$ cat src/rtl/pipeline_hazard_controller_pkg.sv
// Shared definitions for the decode->execute hazard controller.
package pipeline_hazard_controller_pkg;

    // Register file addressing
    localparam int REG_AW   = 6;
    localparam int NUM_REGS = 1 << REG_AW;

    // Registered controller state, exported on ctrl_state
    typedef enum logic [1:0] {
        CTRL_RUN   = 2'd0,
        CTRL_STALL = 2'd1,
        CTRL_FLUSH = 2'd2
    } ctrl_state_t;

    // Execute jump request encodings; any nonzero value is treated as a jump
    localparam logic [2:0] PCJ_NONE = 3'd0;
    localparam logic [2:0] PCJ_REL  = 3'd1;
    localparam logic [2:0] PCJ_ABS  = 3'd2;

endpackage

$ cat src/rtl/pipeline_hazard_controller_reg_scoreboard.sv
// Pending-write scoreboard: one bit per register, set when a writer issues,
// cleared when execute retires the write. Set wins over a same-cycle clear.
module pipeline_hazard_controller_reg_scoreboard
    import pipeline_hazard_controller_pkg::*;
(
    input  logic              clock,
    input  logic              reset,
    input  logic              clr1_en,
    input  logic [REG_AW-1:0] clr1_addr,
    input  logic              clr2_en,
    input  logic [REG_AW-1:0] clr2_addr,
    input  logic              set1_en,
    input  logic [REG_AW-1:0] set1_addr,
    input  logic              set2_en,
    input  logic [REG_AW-1:0] set2_addr,
    input  logic [REG_AW-1:0] lk1_addr,
    input  logic [REG_AW-1:0] lk2_addr,
    input  logic [REG_AW-1:0] lk3_addr,
    output logic              lk1_pend,
    output logic              lk2_pend,
    output logic              lk3_pend
);

    logic [NUM_REGS-1:0] pend_reg;
    logic [NUM_REGS-1:0] pend_next;

    // Per-entry next value: sets dominate clears on the same register
    for (genvar gi = 0; gi < NUM_REGS; gi++) begin : g_entry
        localparam logic [REG_AW-1:0] IDX = REG_AW'(gi);
        logic clr_hit;
        logic set_hit;
        assign clr_hit       = (clr1_en && (clr1_addr == IDX)) || (clr2_en && (clr2_addr == IDX));
        assign set_hit       = (set1_en && (set1_addr == IDX)) || (set2_en && (set2_addr == IDX));
        assign pend_next[gi] = set_hit | (pend_reg[gi] & ~clr_hit);
    end

    // Pending vector register, emptied by reset
    always_ff @(posedge clock) begin
        if (reset) begin
            pend_reg <= '0;
        end else begin
            pend_reg <= pend_next;
        end
    end

    // Lookups see only registered state: no retire bypass
    assign lk1_pend = pend_reg[lk1_addr];
    assign lk2_pend = pend_reg[lk2_addr];
    assign lk3_pend = pend_reg[lk3_addr];

endmodule

$ cat src/rtl/pipeline_hazard_controller.sv
// Decode->execute issue sequencer: RAW/WAW stall against the pending-write
// scoreboard and a timed fetch/decode flush after any execute jump.
module pipeline_hazard_controller
    import pipeline_hazard_controller_pkg::*;
#(
    parameter int FLUSH_CYCLES = 2,
    parameter int CNT_W        = 16
) (
    input  logic              clock,
    input  logic              reset,
    input  logic              dec_valid,
    input  logic [REG_AW-1:0] dec_source_1,
    input  logic [REG_AW-1:0] dec_source_2,
    input  logic [REG_AW-1:0] dec_destination,
    input  logic              dec_use_src1,
    input  logic              dec_use_src2,
    input  logic              dec_wr1,
    input  logic              dec_wr2,
    input  logic              exe_wr1_enable,
    input  logic [REG_AW-1:0] exe_wr1,
    input  logic              exe_wr2_enable,
    input  logic [REG_AW-1:0] exe_wr2,
    input  logic [2:0]        pcjumpenable,
    output logic              issue,
    output logic              stall_decode,
    output logic              stall_fetch,
    output logic              flush,
    output logic [1:0]        ctrl_state,
    output logic [CNT_W-1:0]  stall_cycles
);

    localparam logic [3:0] FLUSH_LOAD = 4'(FLUSH_CYCLES - 1);

    ctrl_state_t      state_reg, state_next;
    logic [3:0]       fcnt_reg, fcnt_next;
    logic [CNT_W-1:0] stall_cnt_reg;
    logic             out_en_reg;

    logic active, valid_eff, jump, in_flush, hazard, stall;
    logic pend_src1, pend_src2, pend_dest;

    // Outputs stay quiet while reset is high and for the first cycle after it
    assign active    = out_en_reg & ~reset;
    assign valid_eff = dec_valid & active;
    assign jump      = active & (pcjumpenable != PCJ_NONE);
    assign in_flush  = (state_reg == CTRL_FLUSH);

    pipeline_hazard_controller_reg_scoreboard u_scoreboard (
        .clock     (clock),
        .reset     (reset),
        .clr1_en   (exe_wr1_enable),
        .clr1_addr (exe_wr1),
        .clr2_en   (exe_wr2_enable),
        .clr2_addr (exe_wr2),
        .set1_en   (issue & dec_wr1),
        .set1_addr (dec_destination),
        .set2_en   (issue & dec_wr2),
        .set2_addr (dec_source_1),
        .lk1_addr  (dec_source_1),
        .lk2_addr  (dec_source_2),
        .lk3_addr  (dec_destination),
        .lk1_pend  (pend_src1),
        .lk2_pend  (pend_src2),
        .lk3_pend  (pend_dest)
    );

    // A write-back of source_1 (dec_wr2) is a WAW hazard on source_1
    assign hazard = valid_eff & ((dec_use_src1 & pend_src1) | (dec_use_src2 & pend_src2)
                               | (dec_wr1 & pend_dest) | (dec_wr2 & pend_src1));

    assign issue        = valid_eff & ~hazard & ~in_flush & ~jump;
    assign stall        = valid_eff &  hazard & ~in_flush & ~jump;
    assign stall_decode = stall;
    assign stall_fetch  = stall;
    assign flush        = jump | (active & in_flush);
    assign ctrl_state   = state_reg;
    assign stall_cycles = stall_cnt_reg;

    // Next-state logic; a jump from any state (re)arms the flush counter
    always_comb begin
        state_next = state_reg;
        fcnt_next  = fcnt_reg;
        case (state_reg)
            CTRL_RUN: begin
                if (jump) begin
                    state_next = CTRL_FLUSH;
                    fcnt_next  = FLUSH_LOAD;
                end else if (stall) begin
                    state_next = CTRL_STALL;
                end
            end
            CTRL_STALL: begin
                if (jump) begin
                    state_next = CTRL_FLUSH;
                    fcnt_next  = FLUSH_LOAD;
                end else if (!stall) begin
                    state_next = CTRL_RUN;
                end
            end
            CTRL_FLUSH: begin
                if (jump) begin
                    fcnt_next = FLUSH_LOAD;
                end else if (fcnt_reg == 4'd0) begin
                    state_next = CTRL_RUN;
                end else begin
                    fcnt_next = fcnt_reg - 4'd1;
                end
            end
            default: begin
                state_next = CTRL_RUN;
                fcnt_next  = 4'd0;
            end
        endcase
    end

    // State, flush counter and post-reset output enable
    always_ff @(posedge clock) begin
        if (reset) begin
            state_reg  <= CTRL_RUN;
            fcnt_reg   <= 4'd0;
            out_en_reg <= 1'b0;
        end else begin
            state_reg  <= state_next;
            fcnt_reg   <= fcnt_next;
            out_en_reg <= 1'b1;
        end
    end

    // Saturating count of stalled cycles
    always_ff @(posedge clock) begin
        if (reset) begin
            stall_cnt_reg <= '0;
        end else if (stall && (stall_cnt_reg != {CNT_W{1'b1}})) begin
            stall_cnt_reg <= stall_cnt_reg + 1'b1;
        end
    end

endmodule

$ cat config.mk
export PLATFORM = sky130hd
export DESIGN_NAME = pipeline_hazard_controller
export DESIGN_NICKNAME = d
export VERILOG_FILES = /design/src/rtl/pipeline_hazard_controller_pkg.sv /design/src/rtl/pipeline_hazard_controller_reg_scoreboard.sv /design/src/rtl/pipeline_hazard_controller.sv
export SDC_FILE = /design/constraint.sdc
export NUM_CORES = 1
export LEC_CHECK = 0
export CORE_MARGIN = 1.5
export CORE_UTILIZATION = 48
export CTS_BUF_LIST = sky130_fd_sc_hd__clkbuf_8
export CTS_CLUSTER_DIAMETER = 120
export DETAILED_ROUTE_END_ITERATION = 8
export MAX_ROUTING_LAYER = met4
export PLACE_DENSITY = 0.68
export SYNTH_ARGS = -nofsm -noshare
export SYNTH_HDL_FRONTEND = slang
export SYNTH_SLANG_ARGS = --single-unit
$ cat constraint.sdc
create_clock -name clock -period 6.1 [get_ports clock]
set_input_delay 0.61 -clock clock [delete_from_list [all_inputs] [get_ports clock]]
set_output_delay 0.61 -clock clock [all_outputs]
set_load 0.02 [all_outputs]
==> summary.md, run 1 <==
| Metric | Value |
|---|---|
| GR Util All Layers | `0.3659` |
| Count of input and output buffers | `63` |
| Final cell count without fillers | `1,083` |
| Crit path required time | `5.49 ns` |
| Most common cell after layout, fill and taps aside | `nand2_1` |
| Final ANT Viol Nets | `0` |
| Fin. max-slew vios | `0` |
| Outcome | `completed` |
| Max-cap viol count | `0` |
| Post-cts hold buffer count | `0` |
| Setup Buffers After CTS | `0` |
| Setup Crit Path Kind | `primary input to primary output` |
| Worst-path maximum fanout | `12` |
| Area share of the largest cell type after synthesis | `0.2433` |
| Layout Cell Area excl Fill | `7904 um2` |
| Initial core utilization | `0.4925` |
| TritonCTS Buffers | `9` |
| Crit. End Element | `primary output` |
| Clock Skew | `0.01374 ns` |
| Placed cell count | `1,067` |
| Commonest non-fill, non-tap cells in the layout | `nand2_1, nand3_1, dfxtp_1` |
| Post-synthesis simple-gate area fraction | `0.2713` |
| Pin slew with the least headroom to its limit | `1.114 ns` |
| Final WL | `28.05 mm` |
| DRT Pass-1 Iters | `6` |
| Final period util | `0.7856` |
| Final hold violations | `0` |
| Seq/Total Area, Yosys | `0.2433` |
| # rows | `44` |
| CTS Buffer Depth | `2` |
| CTS Sinks | `87` |
| TNS Setup | `0 ns` |
| Largest net degree at the start of global routing | `61` |
| Startpoint Class | `primary input` |
| Root Driver | `clkbuf_8` |
| Vias in the first global route | `7,222` |
| CTS tree | `yes` |
| Slew HR | `0.2575` |
| Via density | `7.090` |
| Layout cells sized above 1 | `0.1090` |
| Synth area leaders | `dfxtp_1, mux4_2, nand3_1` |
| Antenna cells | `0` |
| Post-synthesis mux area share | `0.1692` |
| Power per Cell Area | `151.0 nW/um2` |
| Crit-path slowest cell | `clkdlybuf4s50_1` |
| DRC viols | `0` |
| Clk_lat worst skew | `0.38 ns` |
| Max Fclk | `0.2087 GHz` |
| Setup violators final | `0` |
| Wire per inst | `25.90 um` |
| H-tree levels | `3` |
| GP Congestion | `1.030` |
| Largest area contributor in the netlist | `dfxtp_1` |
| Synth Instances | `893` |
| Fraction of registers with async set or reset after synthesis | `0` |
| CTS resizes | `0` |
| Die ar. | `15,650 um2` |
| IO Pins | `64` |
| EDFF count, synth | `0` |
| CP peak stage delay | `0.97 ns` |
| Worst VDD drop | `0.00008796 V` |
| Syn nets | `938` |
| YS warnings | `0` |
| Area after DPL | `7729 um2` |
| Most used DFF post-synth | `dfxtp_1` |
| Cells along the critical path | `clkdlybuf4s50_1 -> mux4_2 -> mux4_2 -> nand2b_1 -> o2111ai_1 -> o221a_2 -> nand2_2 -> nor2_1 -> clkdlybuf4s50_1` |
| Post-synthesis compound-gate area fraction | `0.2456` |
| Routed vias | `7,678` |
| Antenna violations before repair | `0` |
| Worst-path clk slew | `0.09 ns` |
| Fill cell count | `1,401` |
| Combinational family with the most area after synthesis | `simple AND/OR/NAND/NOR gates` |
| Cell Area, Synth | `7158 um2` |
| Min Tclk post-route | `4.792 ns` |
| Starting DRC count in detailed routing | `1,086` |
| DP HPWL | `19.75 mm` |
| Die width | `125.1 um` |
| Die height | `125.1 um` |
| XOR/XNOR share of the synthesized area | `0.003671` |
| FF+latch count, synth | `87` |
| WHS | `0.5182 ns` |
| Worst hold path class | `register to register` |
| Arrival time worst endpoint | `4.18 ns` |
| Max reg flops | `64` |
| Total gr overflow | `0` |
| Area Overhead vs Synth | `10.42%` |
| Yosys cell types | `57` |
| Fin nets | `939` |
| Static Leak | `2.414 nW` |
| Core Area | `14,530 um2` |
| Syn_area_per_cell | `8.016 um2` |
| First-pass GRT wire length | `43.14 mm` |
| RSZ-0062 raised after global routing | `no` |
| Fraction of the mapped netlist area in adder cells | `0.005244` |
-- layer usage --
layer	GRT usage	vias to the layer above	share of wire
li1	-	3388	-
met1	0.4613	3629	0.38
met2	0.5220	535	0.43
met3	0.1185	126	0.13
met4	0.1898	0	0.056
met5	-	-	0
-- metrics by stage --
stage / setup slack (ns) / power, mW / util
2_1_floorplan: 2.636 / 0.7352 / -
5_1_grt: 1.074 / 1.232 / 0.5438
3_5_place_dp: 1.347 / 0.8170 / 0.5318
6_report: 1.308 / 1.194 / 0.5438
4_1_cts: 1.325 / 1.186 / 0.5438
3_3_place_gp: 1.304 / 0.8165 / 0.5318
-- path summary, 6_finish.rpt --
kind,from,cells past startpoint,to,slack [ns]
worst max-delay path,dec_source_2[0],9,issue,1.31
worst min-delay path,ctrl_state[1]$_SDFFE_PP0P_,1,ctrl_state[0]$_SDFFE_PP0P_,0.52
worst max register to register,u_scoreboard.pend_reg[47]$_SDFF_PP0_,9,u_scoreboard.pend_reg[54]$_SDFF_PP0_,2.61
worst min register to register,ctrl_state[1]$_SDFFE_PP0P_,1,ctrl_state[0]$_SDFFE_PP0P_,0.52
-- Yosys cell counts, types with 3 or more instances --
cell,count
nand2_1,119
nand3_1,106
dfxtp_1,87
clkbuf_1,62
o22a_1,49
nor2_1,48
mux2i_1,40
nand4_1,37
mux4_2,30
nor2b_1,27
o31ai_1,25
o21ai_0,24
o31a_1,24
inv_1,21
nor3_1,15
o21bai_1,14
a21oi_1,13
a22oi_1,13
mux2_2,12
buf_2,11
o21bai_2,10
o221ai_2,10
nand2b_1,8
and2_1,7
o221ai_1,7
and3_1,6
nand3b_1,6
or3_1,5
a211oi_1,4
buf_4,4
nor3b_1,4
nor4_1,4
a311oi_1,3
a31oi_1,3
buf_1,3
buf_6,3
ha_1,3
or4_1,3
-- kinds of logic after synthesis --
| group | count (synthesis) |
|---|---|
| XOR/XNOR | 3 |
| multiplexers | 82 |
| flip-flops | 87 |
| AO/OA/AOI/OAI | 216 |
| AND/OR/NAND/NOR | 398 |
| buffers and inverters | 104 |
| adder cells (fa/ha/maj) | 3 |
-- worst max-delay path, delay by kind of cell --
family	cells	cell delay (ns)
buffers and inverters	2	1.65
muxes	2	1.04
and+or+nand+nor	3	0.52
AOI/OAI and AO/OA	2	0.36
-- where the power goes --
group | internal (mW) | switching (mW) | total, mW
Clock | 0.157 | 0.225 | 0.382
Combinational | 0.0754 | 0.163 | 0.238
Sequential | 0.571 | 0.00259 | 0.573
Total | 0.803 | 0.390 | 1.19
-- layout make-up --
| cell class | count | area [um2] | area share |
|---|---|---|---|
| timing repair buffer | 73 | 695.7 | 0.08802 |
| multi-input combinational | 702 | 4982 | 0.6304 |
| clock buffer | 10 | 137.6 | 0.01741 |
| inverter | 21 | 78.83 | 0.009973 |
| tap | 184 | 230.2 | 0.02913 |
| clock inverter | 6 | 37.54 | 0.004749 |
| sequential | 87 | 1742 | 0.2204 |
(Power assumes the default switching activity.)
==> inputs of run 2 (changes only) <==
Settings changed: PLACE_DENSITY 0.68 to 0.71.
Clock period 6.1 ns to 4 ns, I/O delays scaled along.
==> run 2 against run 1 <==
Sequential share of layout area shrank 0.52 points. Power grew 54%. First-iteration DRC count grew 12%. Die area is the same.
==> summary.md, run 2 (same netlist as run 1, synthesis figures left out) <==
| Metric | Value |
|---|---|
| Outcome | `completed` |
| Core Area | `14,530 um2` |
| Crit-path slowest cell | `clkdlybuf4s50_1` |
| Count of input and output buffers | `63` |
| Worst-path maximum fanout | `11` |
| Clk_lat worst skew | `0.40 ns` |
| Wire length on met3 | `3.961 mm` |
| CTS tree | `yes` |
| Layout cells sized above 1 | `0.1323` |
| Crit path max-delay family | `buffers and inverters` |
| Crit. End Element | `primary output` |
| Final ANT Viol Nets | `0` |
| TNS Setup | `0 ns` |
| Power share of the combinational group | `0.203` |
| Internal power | `1.236 mW` |
| H-tree levels | `3` |
| Vias in the first global route | `7,138` |
| Worst VDD drop | `0.0001491 V` |
| Final hold violations | `0` |
| DP HPWL | `20.06 mm` |
| Area of the multi-input gates | `4985 um2` |
| Die width | `125.1 um` |
| Routed vias | `7,885` |
| DRC viols | `0` |
| DRT Pass-1 Iters | `6` |
| Clock power share | `0.320` |
| Starting DRC count in detailed routing | `1,212` |
| Area after DPL | `7916 um2` |
| CTS Buffer Depth | `2` |
| Worst-path clk slew | `0.08 ns` |
| Max Fclk | `0.2696 GHz` |
| Most common cell after layout, fill and taps aside | `nand2_1` |
| Most common cell on crit path | `clkdlybuf4s50_1` |
| TritonCTS Buffers | `9` |
| Slew HR | `0.2491` |
| Sw Pwr | `599.3 uW` |
| Fill cell count | `1,428` |
| Register area | `1742 um2` |
| Antenna violations before repair | `0` |
| GP Congestion | `1.033` |
| CP peak stage delay | `0.83 ns` |
| Power per Cell Area | `226.6 nW/um2` |
| Post-cts hold buffer count | `0` |
| Fin nets | `962` |
| Layout Cell Area excl Fill | `8097 um2` |
| Die height | `125.1 um` |
| Largest net degree at the start of global routing | `59` |
| WP buf/inv | `3` |
| WL met2 | `11.79 mm` |
| Worst hold path class | `register to register` |
| Sequential power share | `0.477` |
| Arrival time worst endpoint | `3.31 ns` |
| Switching share of total power | `0.3266` |
| Fin. max-slew vios | `0` |
| Initial core utilization | `0.4925` |
| Hold Path Sink | `stall_cycles[12]$_SDFFE_PP0P_` |
| Final cell count without fillers | `1,107` |
| Dpl ws | `0.1305 ns` |
| Startpoint Class | `primary input` |
| FF-to-FF End | `stall_cycles[3]$_SDFFE_PP0P_` |
| Max reg flops | `64` |
| Final period util | `0.9273` |
| RR Startpoint | `u_scoreboard.pend_reg[61]$_SDFF_PP0_` |
| Die ar. | `15,650 um2` |
| Hold path startpoint | `stall_cycles[12]$_SDFFE_PP0P_` |
| WHS | `0.4908 ns` |
| CTS Sinks | `87` |
| Min Tclk post-route | `3.709 ns` |
| Clock Skew | `0.01160 ns` |
| Pin slew with the least headroom to its limit | `1.125 ns` |
| Max-cap viol count | `0` |
| Worst setup margin | `0.2906 ns` |
| Wire per inst | `25.58 um` |
| Top Metal Used | `met4` |
| Root Driver | `clkbuf_8` |
| Commonest non-fill, non-tap cells in the layout | `nand2_1, nand3_1, dfxtp_1` |
| Placed cell count | `1,090` |
| Setup Crit Path Kind | `primary input to primary output` |
| First-pass GRT wire length | `43.24 mm` |
| Total gr overflow | `0` |
| Reg2reg setup slack | `0.83 ns` |
| Reg2Reg Depth | `10` |
| Met1 wire length | `10.95 mm` |
| Static Leak | `2.544 nW` |
| RSZ-0062 raised after global routing | `no` |
| Final WL | `28.31 mm` |
| GR Util All Layers | `0.3689` |
| # rows | `44` |
| IO Pins | `64` |
| Hold Crit Depth | `2` |
| Cells along the critical path | `clkdlybuf4s50_1 -> mux4_2 -> and2_1 -> a211oi_1 -> a311oi_1 -> a211oi_2 -> a21o_1 -> inv_1 -> clkdlybuf4s50_1` |
| Via density | `7.123` |
| Area Overhead vs Synth | `13.11%` |
| Setup violators final | `0` |
| Crit path required time | `3.60 ns` |
==> run 2: per-layer routing <==
metal	up-vias	track usage
met4	0	0.1918
met1	3735	0.4911
met5	-	-
li1	3433	-
met2	586	0.5140
met3	131	0.09414
==> run 2: layout make-up <==
class | count | area share
diodes | 1 | 0.0003091
well taps | 184 | 0.02843
clock inverters | 6 | 0.004636
clock buffers | 10 | 0.01700
inverters | 21 | 0.009736
flip-flops and latches | 87 | 0.2151
repair buffers | 96 | 0.1091
multi-input cells | 702 | 0.6157
==> run 2: timing repair <==
action | 4_1_cts | 5_1_grt
resized for setup | 0 | 1
setup endpoints to repair | 0 | 1
setup buffers | 0 | 0
==> run 2: power groups by stage <==
stage | logic [mW] | registers, mW | clock network, mW
floorplan | 0.226 | 0.895 | 0
global placement | 0.361 | 0.895 | 0
detailed placement | 0.361 | 0.895 | 0
CTS | 0.362 | 0.875 | 0.587
global route | 0.396 | 0.876 | 0.627
finish | 0.373 | 0.875 | 0.587
==> run 2: worst register-to-register path, stage by stage (launching register included) <==
cell,delay (ns)
dfxtp_1,0.54
mux2i_1,0.17
a22o_1,0.25
a221oi_1,0.22
o221ai_1,0.16
o221a_2,0.35
nand2_2,0.08
buf_4,0.12
buf_4,0.51
and4_1,0.35
mux2_2,0.33
==> run 2: how the worst max path moves through the flow <==
stage	from	to	cells after the start
floorplan	dec_source_1[1]	stall_fetch	10
global placement	dec_source_2[0]	issue	13
detailed placement	dec_source_2[0]	issue	11
CTS	dec_source_2[0]	issue	11
global route	dec_source_2[0]	stall_decode	12
finish	dec_destination[3]	stall_fetch	9
==> run 2: metrics by stage <==
stage               utilization  total power [mW]
floorplan                     -             1.121
global placement         0.5447             1.256
detailed placement       0.5447             1.256
CTS                      0.5567             1.824
global route             0.5569             1.899
finish                   0.5571             1.835
